--- src/rtl/rv32_uart_tx_pkg.sv ---
// Shared MMIO map and types for the picorv32 UART transmitter slave:
// register offsets, STATUS bit positions, TX FSM states and the deferred-write payload.
package rv32_uart_tx_pkg;

    localparam int unsigned DIV_W  = 16;
    localparam int unsigned BYTE_W = 8;

    // Register offsets, decoded from addr[3:2]
    localparam logic [1:0] REG_DATA    = 2'd0;
    localparam logic [1:0] REG_STATUS  = 2'd1;
    localparam logic [1:0] REG_DIVISOR = 2'd2;

    // STATUS bit positions
    localparam int unsigned STAT_FULL    = 0;
    localparam int unsigned STAT_EMPTY   = 1;
    localparam int unsigned STAT_BUSY    = 2;
    localparam int unsigned STAT_LVL_LSB = 8;
    localparam int unsigned STAT_LVL_W   = 8;

    typedef enum logic [1:0] {
        TX_IDLE  = 2'd0,
        TX_START = 2'd1,
        TX_DATA  = 2'd2,
        TX_STOP  = 2'd3
    } tx_state_e;

    // Write captured at request acceptance, applied on the ack cycle
    typedef struct packed {
        logic             push;
        logic             div_wr;
        logic [1:0]       div_be;
        logic [DIV_W-1:0] wdata;
    } wr_req_t;

    function automatic logic [DIV_W-1:0] div_clamp(input logic [DIV_W-1:0] d);
        return (d == '0) ? DIV_W'(1) : d;
    endfunction

endpackage

--- src/rtl/sync_fifo.sv ---
// Synchronous show-ahead FIFO: dout_c presents the head entry, consumed by pop_i.
// A push while full is accepted only when a pop frees the slot in the same cycle.
module sync_fifo #(
    parameter int unsigned WIDTH = 8,
    parameter int unsigned DEPTH = 16
) (
    input  logic                     clk,
    input  logic                     reset_n,
    input  logic                     push_i,
    input  logic                     pop_i,
    input  logic [WIDTH-1:0]         din_i,
    output logic [WIDTH-1:0]         dout_c,
    output logic                     full_o,
    output logic                     empty_o,
    output logic [$clog2(DEPTH):0]   level_o
);
    localparam int unsigned AW = $clog2(DEPTH);
    localparam int unsigned LW = AW + 1;

    logic [WIDTH-1:0] mem_q [DEPTH];
    logic [AW-1:0]    wr_ptr_q, rd_ptr_q;
    logic [LW-1:0]    count_q, count_d;
    logic             full_q, empty_q;
    logic             do_push_c, do_pop_c;

    always_comb begin
        do_push_c = push_i && (!full_q || pop_i);
        do_pop_c  = pop_i && !empty_q;
        count_d   = count_q + LW'(do_push_c) - LW'(do_pop_c);
    end

    always_ff @(posedge clk) begin
        if (do_push_c) begin
            mem_q[wr_ptr_q] <= din_i;
        end
    end

    always_ff @(posedge clk or negedge reset_n) begin
        if (!reset_n) begin
            wr_ptr_q <= '0;
            rd_ptr_q <= '0;
            count_q  <= '0;
            full_q   <= 1'b0;
            empty_q  <= 1'b1;
        end else begin
            if (do_push_c) wr_ptr_q <= wr_ptr_q + AW'(1);
            if (do_pop_c)  rd_ptr_q <= rd_ptr_q + AW'(1);
            count_q <= count_d;
            full_q  <= (count_d == LW'(DEPTH));
            empty_q <= (count_d == '0);
        end
    end

    assign dout_c  = mem_q[rd_ptr_q];
    assign full_o  = full_q;
    assign empty_o = empty_q;
    assign level_o = count_q;

endmodule

--- src/rtl/rv32_uart_tx.sv ---
// MMIO UART transmitter on the picorv32 native bus: CPU bytes go through a FIFO
// and are serialised 8N1 on uart_tx at a programmable clocks-per-bit divisor.
module rv32_uart_tx
    import rv32_uart_tx_pkg::*;
#(
    parameter int unsigned FIFO_DEPTH      = 16,
    parameter int unsigned DEFAULT_DIVISOR = 217
) (
    input  logic        clk,
    input  logic        reset_n,
    input  logic        rv32_valid,
    output logic        rv32_ready,
    input  logic [31:0] rv32_addr,
    input  logic [31:0] rv32_wdata,
    input  logic [3:0]  rv32_wstrb,
    output logic [31:0] rv32_rdata,
    output logic        uart_tx
);
    localparam int unsigned LVL_W = $clog2(FIFO_DEPTH) + 1;

    // Bus side
    logic              ready_q, ready_d;
    logic [31:0]       rdata_q, rdata_d;
    wr_req_t           req_q, req_d;
    logic [DIV_W-1:0]  divisor_q, divisor_d;
    logic [1:0]        sel_c;
    logic              is_wr_c, push_req_c;
    logic [31:0]       status_c;

    // TX engine
    tx_state_e         state_q, state_d;
    logic [DIV_W-1:0]  cnt_q, cnt_d;
    logic [DIV_W-1:0]  frame_div_q, frame_div_d;
    logic [2:0]        idx_q, idx_d;
    logic [BYTE_W-1:0] shift_q, shift_d;
    logic              tx_q, tx_d;

    // FIFO
    logic              fifo_push_c, fifo_pop_c;
    logic [BYTE_W-1:0] fifo_din_c, fifo_dout_c;
    logic              fifo_full, fifo_empty;
    logic [LVL_W-1:0]  fifo_level;

    logic unused_bits;
    assign unused_bits = ^{rv32_addr[31:4], rv32_addr[1:0], rv32_wdata[31:16]};

    sync_fifo #(
        .WIDTH (BYTE_W),
        .DEPTH (FIFO_DEPTH)
    ) u_fifo (
        .clk     (clk),
        .reset_n (reset_n),
        .push_i  (fifo_push_c),
        .pop_i   (fifo_pop_c),
        .din_i   (fifo_din_c),
        .dout_c  (fifo_dout_c),
        .full_o  (fifo_full),
        .empty_o (fifo_empty),
        .level_o (fifo_level)
    );

    always_comb begin
        status_c = '0;
        status_c[STAT_FULL]  = fifo_full;
        status_c[STAT_EMPTY] = fifo_empty;
        status_c[STAT_BUSY]  = (state_q != TX_IDLE);
        status_c[STAT_LVL_LSB +: STAT_LVL_W] = STAT_LVL_W'(fifo_level);
    end

    // Request decode, registered ack, deferred write application
    always_comb begin
        ready_d     = 1'b0;
        rdata_d     = '0;
        req_d       = '0;
        divisor_d   = divisor_q;
        fifo_push_c = 1'b0;
        fifo_din_c  = req_q.wdata[BYTE_W-1:0];
        sel_c       = rv32_addr[3:2];
        is_wr_c     = |rv32_wstrb;
        push_req_c  = rv32_valid && (sel_c == REG_DATA) && rv32_wstrb[0];

        if (req_q.push) begin
            fifo_push_c = 1'b1;
        end
        if (req_q.div_wr) begin
            if (req_q.div_be[0]) divisor_d[7:0]  = req_q.wdata[7:0];
            if (req_q.div_be[1]) divisor_d[15:8] = req_q.wdata[15:8];
            divisor_d = div_clamp(divisor_d);
        end

        // A push to a full FIFO waits for the pop cycle, pushes there, then acks
        if (rv32_valid && !ready_q && !(push_req_c && fifo_full && !fifo_pop_c)) begin
            ready_d = 1'b1;
            if (push_req_c && fifo_full) begin
                fifo_push_c = 1'b1;
                fifo_din_c  = rv32_wdata[BYTE_W-1:0];
            end else begin
                req_d.push = push_req_c;
            end
            req_d.div_wr = is_wr_c && (sel_c == REG_DIVISOR);
            req_d.div_be = rv32_wstrb[1:0];
            req_d.wdata  = rv32_wdata[DIV_W-1:0];
            if (!is_wr_c) begin
                case (sel_c)
                    REG_STATUS:  rdata_d = status_c;
                    REG_DIVISOR: rdata_d = {16'h0, divisor_q};
                    default:     rdata_d = '0;
                endcase
            end
        end
    end

    // TX FSM next state
    always_comb begin
        state_d     = state_q;
        cnt_d       = cnt_q;
        frame_div_d = frame_div_q;
        idx_d       = idx_q;
        shift_d     = shift_q;
        tx_d        = tx_q;
        fifo_pop_c  = 1'b0;

        case (state_q)
            TX_IDLE: begin
                tx_d = 1'b1;
                if (!fifo_empty) begin
                    fifo_pop_c  = 1'b1;
                    shift_d     = fifo_dout_c;
                    frame_div_d = divisor_q;
                    cnt_d       = divisor_q - DIV_W'(1);
                    tx_d        = 1'b0;
                    state_d     = TX_START;
                end
            end
            TX_START: begin
                if (cnt_q == '0) begin
                    cnt_d   = frame_div_q - DIV_W'(1);
                    idx_d   = '0;
                    tx_d    = shift_q[0];
                    state_d = TX_DATA;
                end else begin
                    cnt_d = cnt_q - DIV_W'(1);
                end
            end
            TX_DATA: begin
                if (cnt_q == '0) begin
                    cnt_d = frame_div_q - DIV_W'(1);
                    if (idx_q == 3'd7) begin
                        tx_d    = 1'b1;
                        state_d = TX_STOP;
                    end else begin
                        idx_d   = idx_q + 3'd1;
                        shift_d = {1'b0, shift_q[BYTE_W-1:1]};
                        tx_d    = shift_q[1];
                    end
                end else begin
                    cnt_d = cnt_q - DIV_W'(1);
                end
            end
            TX_STOP: begin
                if (cnt_q == '0) begin
                    if (!fifo_empty) begin
                        fifo_pop_c  = 1'b1;
                        shift_d     = fifo_dout_c;
                        frame_div_d = divisor_q;
                        cnt_d       = divisor_q - DIV_W'(1);
                        tx_d        = 1'b0;
                        state_d     = TX_START;
                    end else begin
                        state_d = TX_IDLE;
                    end
                end else begin
                    cnt_d = cnt_q - DIV_W'(1);
                end
            end
            default: begin
                tx_d    = 1'b1;
                state_d = TX_IDLE;
            end
        endcase
    end

    always_ff @(posedge clk or negedge reset_n) begin
        if (!reset_n) begin
            ready_q     <= 1'b0;
            rdata_q     <= '0;
            req_q       <= '0;
            divisor_q   <= DIV_W'(DEFAULT_DIVISOR);
            state_q     <= TX_IDLE;
            cnt_q       <= '0;
            frame_div_q <= '0;
            idx_q       <= '0;
            shift_q     <= '0;
            tx_q        <= 1'b1;
        end else begin
            ready_q     <= ready_d;
            rdata_q     <= rdata_d;
            req_q       <= req_d;
            divisor_q   <= divisor_d;
            state_q     <= state_d;
            cnt_q       <= cnt_d;
            frame_div_q <= frame_div_d;
            idx_q       <= idx_d;
            shift_q     <= shift_d;
            tx_q        <= tx_d;
        end
    end

    assign rv32_ready = ready_q;
    assign rv32_rdata = rdata_q;
    assign uart_tx    = tx_q;

endmodule

--- config.mk ---
export PLATFORM = sky130hd
export DESIGN_NAME = rv32_uart_tx
export DESIGN_NICKNAME = d
export VERILOG_FILES = /design/src/rtl/rv32_uart_tx_pkg.sv /design/src/rtl/sync_fifo.sv /design/src/rtl/rv32_uart_tx.sv
export SDC_FILE = /design/constraint.sdc
export NUM_CORES = 1
export LEC_CHECK = 0
export BUFFER_PORTS_ARGS = -buffer_cell sky130_fd_sc_hd__buf_2
export CAP_MARGIN = 10
export CORE_UTILIZATION = 44
export DETAILED_ROUTE_END_ITERATION = 7
export PLACE_DENSITY_LB_ADDON = 0.1
export SYNTH_ARGS = -nofsm -noshare
export SYNTH_HDL_FRONTEND = slang
export SYNTH_HIERARCHICAL = 1
export SYNTH_SLANG_ARGS = --single-unit
--- constraint.sdc ---
create_clock -name clk -period 4.34 [get_ports clk]
set_input_delay 0.434 -clock clk [delete_from_list [all_inputs] [get_ports clk]]
set_output_delay 0.434 -clock clk [all_outputs]
set_load 0.02 [all_outputs]
**Yosys cells after proc, flatten, opt, wreduce, memory -nomap -nowiden**

Memories as Yosys holds them, arrays and structs flattened.
Cells that the tools add are included.

- Add/subtract/negate cells: 8
- Muxes and demuxes: 51
- Reductions and logical operators: 31
- Eq/ne operators: 14

Operators by type and width:

| cell | count |
|---|---|
| $mux 16 | 8 |
| $mux 8 | 10 |
| $pmux 16 s2 | 2 |
| $pmux 16 s3 | 1 |
| $sub 16x1->16 const B | 3 |
| $logic_not 16->1 | 2 |
| $pmux 8 s3 | 1 |
| $mux 20 | 1 |
| $mux 1 | 16 |
| $ne 2x2->1 const B | 7 |
| $reduce_and 4->1 | 3 |
| $mux 2 | 5 |
| $logic_and 1x1->1 | 9 |
| $mux 3 | 3 |
| $add 4x1->4 const B | 2 |
| $pmux 2 s4 | 1 |
| $eq 2x2->1 const B | 3 |
| $pmux 3 s2 | 1 |
| $reduce_bool 2->1 | 3 |
| $add 5x1->5 | 1 |
| $eq 5x5->1 const B | 1 |
| $logic_not 1->1 | 5 |
| $logic_not 5->1 | 1 |
| $reduce_and 5->1 | 1 |
| other kinds (12) | 14 |

- Memories kept: 1
- Register bits: 130
- Word-level logic and storage cells: 123
- Memory bits (writable): 128

Memory list:

| name | words | width | read ports | clocked after memory_dff | write ports | line | source |
|---|---|---|---|---|---|---|---|
| u_fifo.mem_q | 16 | 8 | 1 | 0 | 1 | sync_fifo.sv:20 | `logic [WIDTH-1:0] mem_q [DEPTH];` |

**Longest topological paths before layout**

Gate-level depths: netlist of run 1.

- Word-level depth: 12
- Gate-level depth with buffers: 19
- Mapped depth without buffers: 18

**Hierarchy**

Netlist of run 1, hierarchy kept.

By module, submodules not included:

| module | area each (um^2) | cells an instance | sequential area each (um^2) | instances |
|---|---|---|---|---|
| sync_fifo | 5768.0 | 291 | 4220.3 | 1 |
| rv32_uart_tx | 5619.1 | 537 | 2484.9 | 1 |

**Least setup slack after synthesis of run 1**

No wires, ideal clock.

- Kind: reg-to-reg
- Start: register cnt_q[0]
- End: register u_fifo.empty_q, in the netlist u_fifo/empty_o
- Setup slack: -0.390 ns
- Required time: 4.281 ns
- Cell stages (with the launch flop): 20
- Path buffers: 1
- Data arrival time: 4.671 ns
- Cells stage by stage: dfrtp_1 > inv_1 > ha_1 > or4b_1 > buf_6 > nor4_4 > a21oi_1 > nor4_4 > or2_2 > a21boi_1 > inv_1 > ha_1 > inv_1 > ha_1 > inv_1 > fa_1 > inv_1 > nor4b_1 > mux2i_1 > o21ba_2

- Longest elaborated chain between the ends: 12

RTL lines:

| what | line | source |
|---|---|---|
| start, declared | rv32_uart_tx.sv:32 | `logic [DIV_W-1:0] cnt_q, cnt_d;` |
| start signal, assigned | rv32_uart_tx.sv:201 | `cnt_q <= cnt_d;` |
| $logic_not 16->1 | rv32_uart_tx.sv:161 | `if (cnt_q == '0) begin` |
| $mux 1 | rv32_uart_tx.sv:161 |  |
| $pmux 1 s2 | rv32_uart_tx.sv:123 | `case (state_q)` |
| $logic_not 1->1 | rv32_uart_tx.sv:92 | `if (rv32_valid && !ready_q && !(push_req_c && fifo_full && !fifo_pop_c)) begin` |
| $logic_and 1x1->1 | rv32_uart_tx.sv:92 |  |
| $logic_not 1->1 | rv32_uart_tx.sv:92 |  |
| $logic_and 1x1->1 | rv32_uart_tx.sv:92 |  |
| $mux 1 | rv32_uart_tx.sv:92 |  |
| net fifo_push_c | rv32_uart_tx.sv:39 | `logic fifo_push_c, fifo_pop_c;` |
| $logic_and 1x1->1 | sync_fifo.sv:27 | `do_push_c = push_i && (!full_q \|\| pop_i);` |
| $add 5x1->5 | sync_fifo.sv:29 | `count_d = count_q + LW'(do_push_c) - LW'(do_pop_c);` |
| $sub 5x1->5 | sync_fifo.sv:29 |  |
| net u_fifo.count_d[1] | sync_fifo.sv:22 | `logic [LW-1:0] count_q, count_d;` |
| $logic_not 5->1 | sync_fifo.sv:50 | `empty_q <= (count_d == '0);` |
| end signal, assigned | sync_fifo.sv:50 |  |
| end, declared | sync_fifo.sv:23 | `logic full_q, empty_q;` |

The timed path passes the listed nets, and every way through them passes these cells.
A chain may end at the register's enable or synchronous reset.

**Worst setup path after layout of run 1**

- Start: register cnt_q[5]
- End: register u_fifo.empty_q, in the netlist u_fifo/empty_o

The elaborated chain is that of the path after synthesis.

==> metrics.md, run 1 <==
| Metric | Value |
|---|---|
| Vias per cell | 5.68 |
| Count of final hold-check violations | 0 |
| Worst setup path start | cnt_q[5] |
| VDD IR max | 403 uV |
| Nets | 971 |
| Final Power | 5.65 mW |
| EDFF count, synth | 128 |
| Fmax | 0.247 GHz |
| Total iterations of the first detailed-routing run | 5 |
| Fin crit period | 4.05 ns |
| Pin count of the biggest net entering global routing | 49 |
| Period utilization | 0.934 |
| Mapped cell area | 11400 sq um |
| Seq/Total Area, Yosys | 0.589 |
| H-tree Lvls | 1 |
| Worst min path class | in2reg |
| Finish-stage setup viols | 0 |
| # clock sinks | 242 |
| Post-synth top flop | edfxtp_1 |
| Initial DRC count | 556 |
| Pwr Density | 442 nW/um^2 |
| FF-to-FF Start | cnt_q[5] |
| Routed wire length | 25.7 mm |
| Setup crit end | u_fifo/empty_o |
| Crit-path max FO | 7 |
| Slew @ Worst Pin | 0.905 ns |
| Root Buffer | clkbuf_16 |
| Share of layout cells above drive strength 1 | 0.213 |
| Placed insts | 1176 |
| Worst flop-to-flop path endpoint | u_fifo/empty_o |
| Row cnt | 58 |
| Total CTS buffers | 27 |
| Area of the die | 26500 sq um |
| Crit path largest cell delay | 0.66 ns |
| Filler cells | 2188 |
| Dpl ws | 0.245 ns |
| Core Region | 25300 sq um |
| Skew-Pair Late Insertion Delay | 0.54 ns |
| Placed Instance Area | 11900 sq um |
| Antenna diodes | 0 |
| CTS tree | yes |
| Yosys cell types | 74 |
| Pins over their slew limit | 0 |
| Layout Cells excl Fill | 1227 |
| Layout Skew | 0.0141 ns |
| Worst path slowest cell | or4_1 |
| CP Capture Type | flip-flop |
| Area growth from synthesis to layout | 12.4% |
| Yosys warnings | 6 |
| Levels on crit path | 16 |
| Avg WL per Cell | 21.0 um |
| Slew headroom | 0.391 |
| DP HPWL | 17.5 mm |
| RSZ-0062 raised after global routing | false |
| Final instance area | 12800 sq um |
| Synthesized instance count | 828 |
| Worst-path clk slew | 0.06 ns |
| Area of the multi-input gates | 4260 sq um |
| Die Y | 163 um |
| Post-route antenna net violation count | 0 |
| Register area | 6710 sq um |
| Initial core utilization | 0.451 |
| Initial antenna violation count | 0 |
| Worst Setup Start Kind | flip-flop |
| Setup TNS | 0 ns |
| Final WS setup | 0.287 ns |
| # IOs | 105 |
| GRT Util Overall | 0.201 |
| Port Buffers | 42 |
| Status | finished, final reports clean |
| Static Leak | 5.12 nW |
| CP top delay family | simple AND/OR/NAND/NOR gates |
| Seq cells post-synth | 242 |
| DRC errors left | 0 |
| Bufs on Longest Clock Path | 3 |
| Crit path DAT | 4.53 ns |
| Final core occ | 0.507 |
| Async SR Flop Fraction | 0.471 |
| First-pass GRT wire length | 40.7 mm |
| Vias in the first global route | 7024 |
| Mapped Avg Cell Area | 13.8 sq um |
| CP required | 4.82 ns |
| Critical path class | reg2reg |
| Buf+Inv Stages, Crit Path | 4 |
| Most frequent CP cell | inv_1 |
| Width of the die | 163 um |
| Flop2flop setup slack | 0.29 ns |
| Final GP Congestion | 0.894 |
| Congestion Overflow GR | 0 |
| Hold WS | 0.110 ns |
| Via count | 6972 |
| Number of cells on the worst reg-to-reg path | 16 |
| Critical path cell sequence | or4_1 > nor4_4 > a21oi_2 > nor4_4 > or2_2 > a21boi_4 > inv_1 > ha_1 > inv_1 > ha_1 > inv_1 > fa_1 > inv_1 > nor4b_1 > mux2i_1 > o21ba_2 |
| Max cap viols | 0 |
-- final cells by class --
class / count / area share
Sequential cell: 242 / 0.524
Multi-Input combinational cell: 513 / 0.333
Clock buffer: 35 / 0.0591
Tap cell: 330 / 0.0323
Timing Repair Buffer: 64 / 0.0297
Clock inverter: 15 / 0.0135
Inverter: 28 / 0.00821
-- cells by family (layout without fill, tap and decap cells) --
kind of cell,Yosys count,after routing,synth area share
AO/OA/AOI/OAI,127,127,0.0785
flip-flops,242,242,0.589
AND/OR/NAND/NOR,215,215,0.104
multiplexers,93,93,0.129
XOR/XNOR,38,38,0.0292
buffers and inverters,88,142,0.0432
other,1,16,0.000329
adder cells (fa/ha/maj),24,24,0.0270
-- sequential cells by signal, indices dropped and copies added (netlist names) --
register         cells
u_fifo/mem_q       128
req_q               20
cnt_q               16
divisor_q           16
frame_div_q         16
rv32_rdata          16
shift_q              8
u_fifo/level_o       5
u_fifo/rd_ptr_q      4
u_fifo/wr_ptr_q      4
idx_q                3
state_q              2
rv32_ready           1
u_fifo/empty_o       1
u_fifo/full_o        1
uart_tx              1
-- how the worst min path moves through the flow --
stage | endpoint | startpoint | depth (start not counted) | slack (ns)
global placement | rv32_rdata[12] | reset_n | 1 | 0.44
floorplan | cnt_q[0] | reset_n | 0 | 0.14
finish | req_q[10] | rv32_wdata[10] | 2 | 0.11
CTS | req_q[10] | rv32_wdata[10] | 2 | 0.09
detailed placement | rv32_rdata[9] | reset_n | 1 | 0.46
global route | req_q[10] | rv32_wdata[10] | 2 | 0.10
-- cell usage after synthesis, drive strengths merged, types with 23 or more instances --
| cell type | count | share of area |
|---|---|---|
| a22oi | 28 | 0.018 |
| edfxtp | 128 | 0.34 |
| mux4 | 32 | 0.068 |
| nor4 | 25 | 0.016 |
| inv | 27 | 0.0089 |
| mux2 | 53 | 0.054 |
| buf | 29 | 0.022 |
| xnor2 | 24 | 0.018 |
| nand2 | 41 | 0.014 |
| ha | 23 | 0.025 |
| o21ai | 24 | 0.011 |
| clkbuf | 28 | 0.0092 |
| dfrtp | 107 | 0.24 |
| nor2 | 46 | 0.015 |
-- what timing repair did --
| item | in CTS | in global routing |
|---|---|---|
| endpoints found under the hold margin | 41 | 0 |
| endpoints found under the setup margin | 0 | 1 |
| setup buffers | 0 | 0 |
| hold buffers | 1 | 0 |
| gates resized for setup | 0 | 1 |
-- per-layer routing --
metal | part of all wire | GRT usage | vias up
met2 | 0.47 | 0.315 | 150
met3 | 0.050 | 0.0247 | 30
met1 | 0.47 | 0.299 | 3572
met5 | 0 | 0 | -
li1 | - | - | 3220
met4 | 0.016 | 0.0416 | 0
-- where the power goes --
group	switching [mW]	leakage [nW]	internal, mW
clock network	0.926	0.446	1.41
logic	0.413	2.10	0.263
registers	0.120	2.58	2.52
-- cell usage in the layout, fill, tap and decap left out, drive strengths merged, types with 7 or more instances in the layout --
cell and count:
nor4 25, dfstp 7, and2 21, a22oi 28
a22o 8, mux4 32, conb 16, xnor2 24
nor2 46, clkinv 7, o21ai 24, a21oi 14
dfrtp 107, and4 8, mux2i 8, mux2 53
ha 23, inv 30, nand2 41, clkbuf 35
o211ai 9, xor2 14, nand3 9, edfxtp 128
nand4 9, nor3 17, buf 63
No activity file was read; power rests on OpenSTA's default activity.
==> run 2, diff against run 1 <==
--- a/config.mk
+++ b/config.mk
@@ -9,6 +9,7 @@
 export CAP_MARGIN = 10
 export CORE_UTILIZATION = 44
 export DETAILED_ROUTE_END_ITERATION = 7
+export MAX_ROUTING_LAYER = met4
 export PLACE_DENSITY_LB_ADDON = 0.1
 export SYNTH_ARGS = -nofsm -noshare
 export SYNTH_HDL_FRONTEND = slang
==> metrics.md, run 2 (same netlist as run 1, synthesis figures left out) <==
| Metric | Value |
|---|---|
| Worst min path class | in2reg |
| CTS tree | yes |
| Congestion Overflow GR | 0 |
| Count of final hold-check violations | 0 |
| Vias per cell | 5.71 |
| Max cap viols | 0 |
| Most used routing layer | met2 |
| Routed wire length | 25.5 mm |
| Share of layout cells above drive strength 1 | 0.208 |
| H-tree Lvls | 1 |
| RSZ-0062 raised after global routing | false |
| Worst Setup Start Kind | flip-flop |
| Slew @ Worst Pin | 0.873 ns |
| Via count | 6978 |
| Nets | 970 |
| DP HPWL | 17.6 mm |
| Top Registers | u_fifo/mem_q: 128 flops, req_q: 20 flops |
| Row cnt | 58 |
| GRT Util Overall | 0.204 |
| Psw | 1.43 mW |
| Finish-stage setup viols | 0 |
| Pin count of the biggest net entering global routing | 50 |
| DRC errors left | 0 |
| Most frequent CP cell | inv_1 |
| Initial core utilization | 0.451 |
| Crit path largest cell delay | 0.68 ns |
| Worst setup path start | cnt_q[5] |
| Total CTS buffers | 27 |
| Port Buffers | 42 |
| Commonest non-fill, non-tap cells in the layout | edfxtp_1, dfrtp_1, nor2_1 |
| CP required | 4.82 ns |
| Seq pwr share | 0.471 |
| Crit-path max FO | 7 |
| Initial DRC count | 595 |
| Period utilization | 0.936 |
| Pwr Density | 440 nW/um^2 |
| Final GP Congestion | 0.893 |
| Bufs on Longest Clock Path | 3 |
| Commonest non-fill, non-tap cell in the layout | edfxtp_1 |
| Comb pwr share | 0.120 |
| Skew-Pair Late Insertion Delay | 0.55 ns |
| Layout Skew | 0.0121 ns |
| Post-route antenna net violation count | 0 |
| Width of the die | 163 um |
| Root Buffer | clkbuf_16 |
| VDD IR max | 311 uV |
| Final Power | 5.61 mW |
| Antenna diodes | 0 |
| Biggest register | u_fifo/mem_q |
| Crit path DAT | 4.54 ns |
| Total iterations of the first detailed-routing run | 5 |
| Fin crit period | 4.06 ns |
| Worst-path clk slew | 0.06 ns |
| Global-route met3 utilization | 0.0280 |
| Initial antenna violation count | 0 |
| First-pass GRT wire length | 40.3 mm |
| Switching share of power | 0.256 |
| GR Util met1 | 0.290 |
| # clock sinks | 242 |
| Hold WS | 0.100 ns |
| Worst path slowest cell | or4_1 |
| FF-to-FF Start | cnt_q[5] |
| Vias in the first global route | 7113 |
| Fmax | 0.246 GHz |
| Placed Instance Area | 11800 sq um |
| Avg WL per Cell | 20.9 um |
| Max FFs per register | 128 |
| Area of the die | 26500 sq um |
| Area growth from synthesis to layout | 12.0% |
| Slew headroom | 0.413 |
| Final instance area | 12800 sq um |
| Global routing usage on met2 | 0.312 |
| CP Capture Type | flip-flop |
| Die Y | 163 um |
| Pins over their slew limit | 0 |
| Core Region | 25300 sq um |
| Setup TNS | 0 ns |
| Internal power | 4.17 mW |
| Static Leak | 5.11 nW |
| Status | finished, final reports clean |
| Clock network fraction of total power | 0.409 |
| Critical path class | reg2reg |
| Critical path cell sequence | or4_1 > nor4_4 > a21oi_2 > nor4_4 > or2_2 > a21boi_4 > inv_1 > ha_1 > inv_1 > ha_1 > inv_1 > fa_1 > inv_1 > nor4_1 > mux2i_1 > o21ba_2 |
| Startpoint of the worst hold path | rv32_wdata[11] |
| # IOs | 105 |
## run 2: worst paths after layout
check	to	slack [ns]	depth (start not counted)
worst max-delay path	u_fifo/empty_o	0.28	16
worst min-delay path	req_q[11]	0.10	2
worst max register to register	u_fifo/empty_o	0.28	16
worst min register to register	shift_q[2]	0.48	1
max in group asynchronous	u_fifo/rd_ptr_q[0]	2.84	3
min in group asynchronous	rv32_rdata[11]	0.42	2
## run 2: stage by stage
stage                util  worst slack [ns]  std cells
finish              0.505             0.276       1223
global route        0.505            0.0386       1223
CTS                 0.505             0.215       1223
detailed placement  0.469             0.246       1175
global placement    0.469             0.339       1175
floorplan               -            0.0267        843
## run 2: layout make-up
type | instances | area (sq um)
inverters | 28 | 105
clock inverters | 15 | 188
flip-flops and latches | 242 | 6710
clock buffers | 32 | 704
fillers | 2177 | 12500
repair buffers | 63 | 373
multi-input cells | 513 | 4270
well taps | 330 | 413
## run 2: power groups by stage
stage	Clock [mW]	Combinational (mW)	Sequential [mW]
3_5_place_dp	0	0.667	2.69
2_1_floorplan	0	0.520	2.62
5_1_grt	2.43	0.756	2.66
3_3_place_gp	0	0.648	2.68
6_report	2.29	0.673	2.64
4_1_cts	2.35	0.673	2.64
## run 2: layer usage
metal  share of wire  vias up
li1                -     3206
met1            0.47     3547
met2            0.46      191
met3           0.049       34
met4           0.018        0
met5               0        -
## run 2: worst max-delay path: cells and delay by family (launching register included)
kind	cells	cell delay, ns
compound gates	3	0.59
fa+ha+maj	3	0.93
buf+inv	4	0.24
flops	1	0.46
mux	1	0.16
simple gates	5	1.63
## run 2: timing repair
action | in CTS | in global routing
hold buffers | 1 | 0
hold endpoints to repair | 40 | 0
setup endpoints to repair | 0 | 2
resized for setup | 0 | 2
setup buffers | 0 | 0
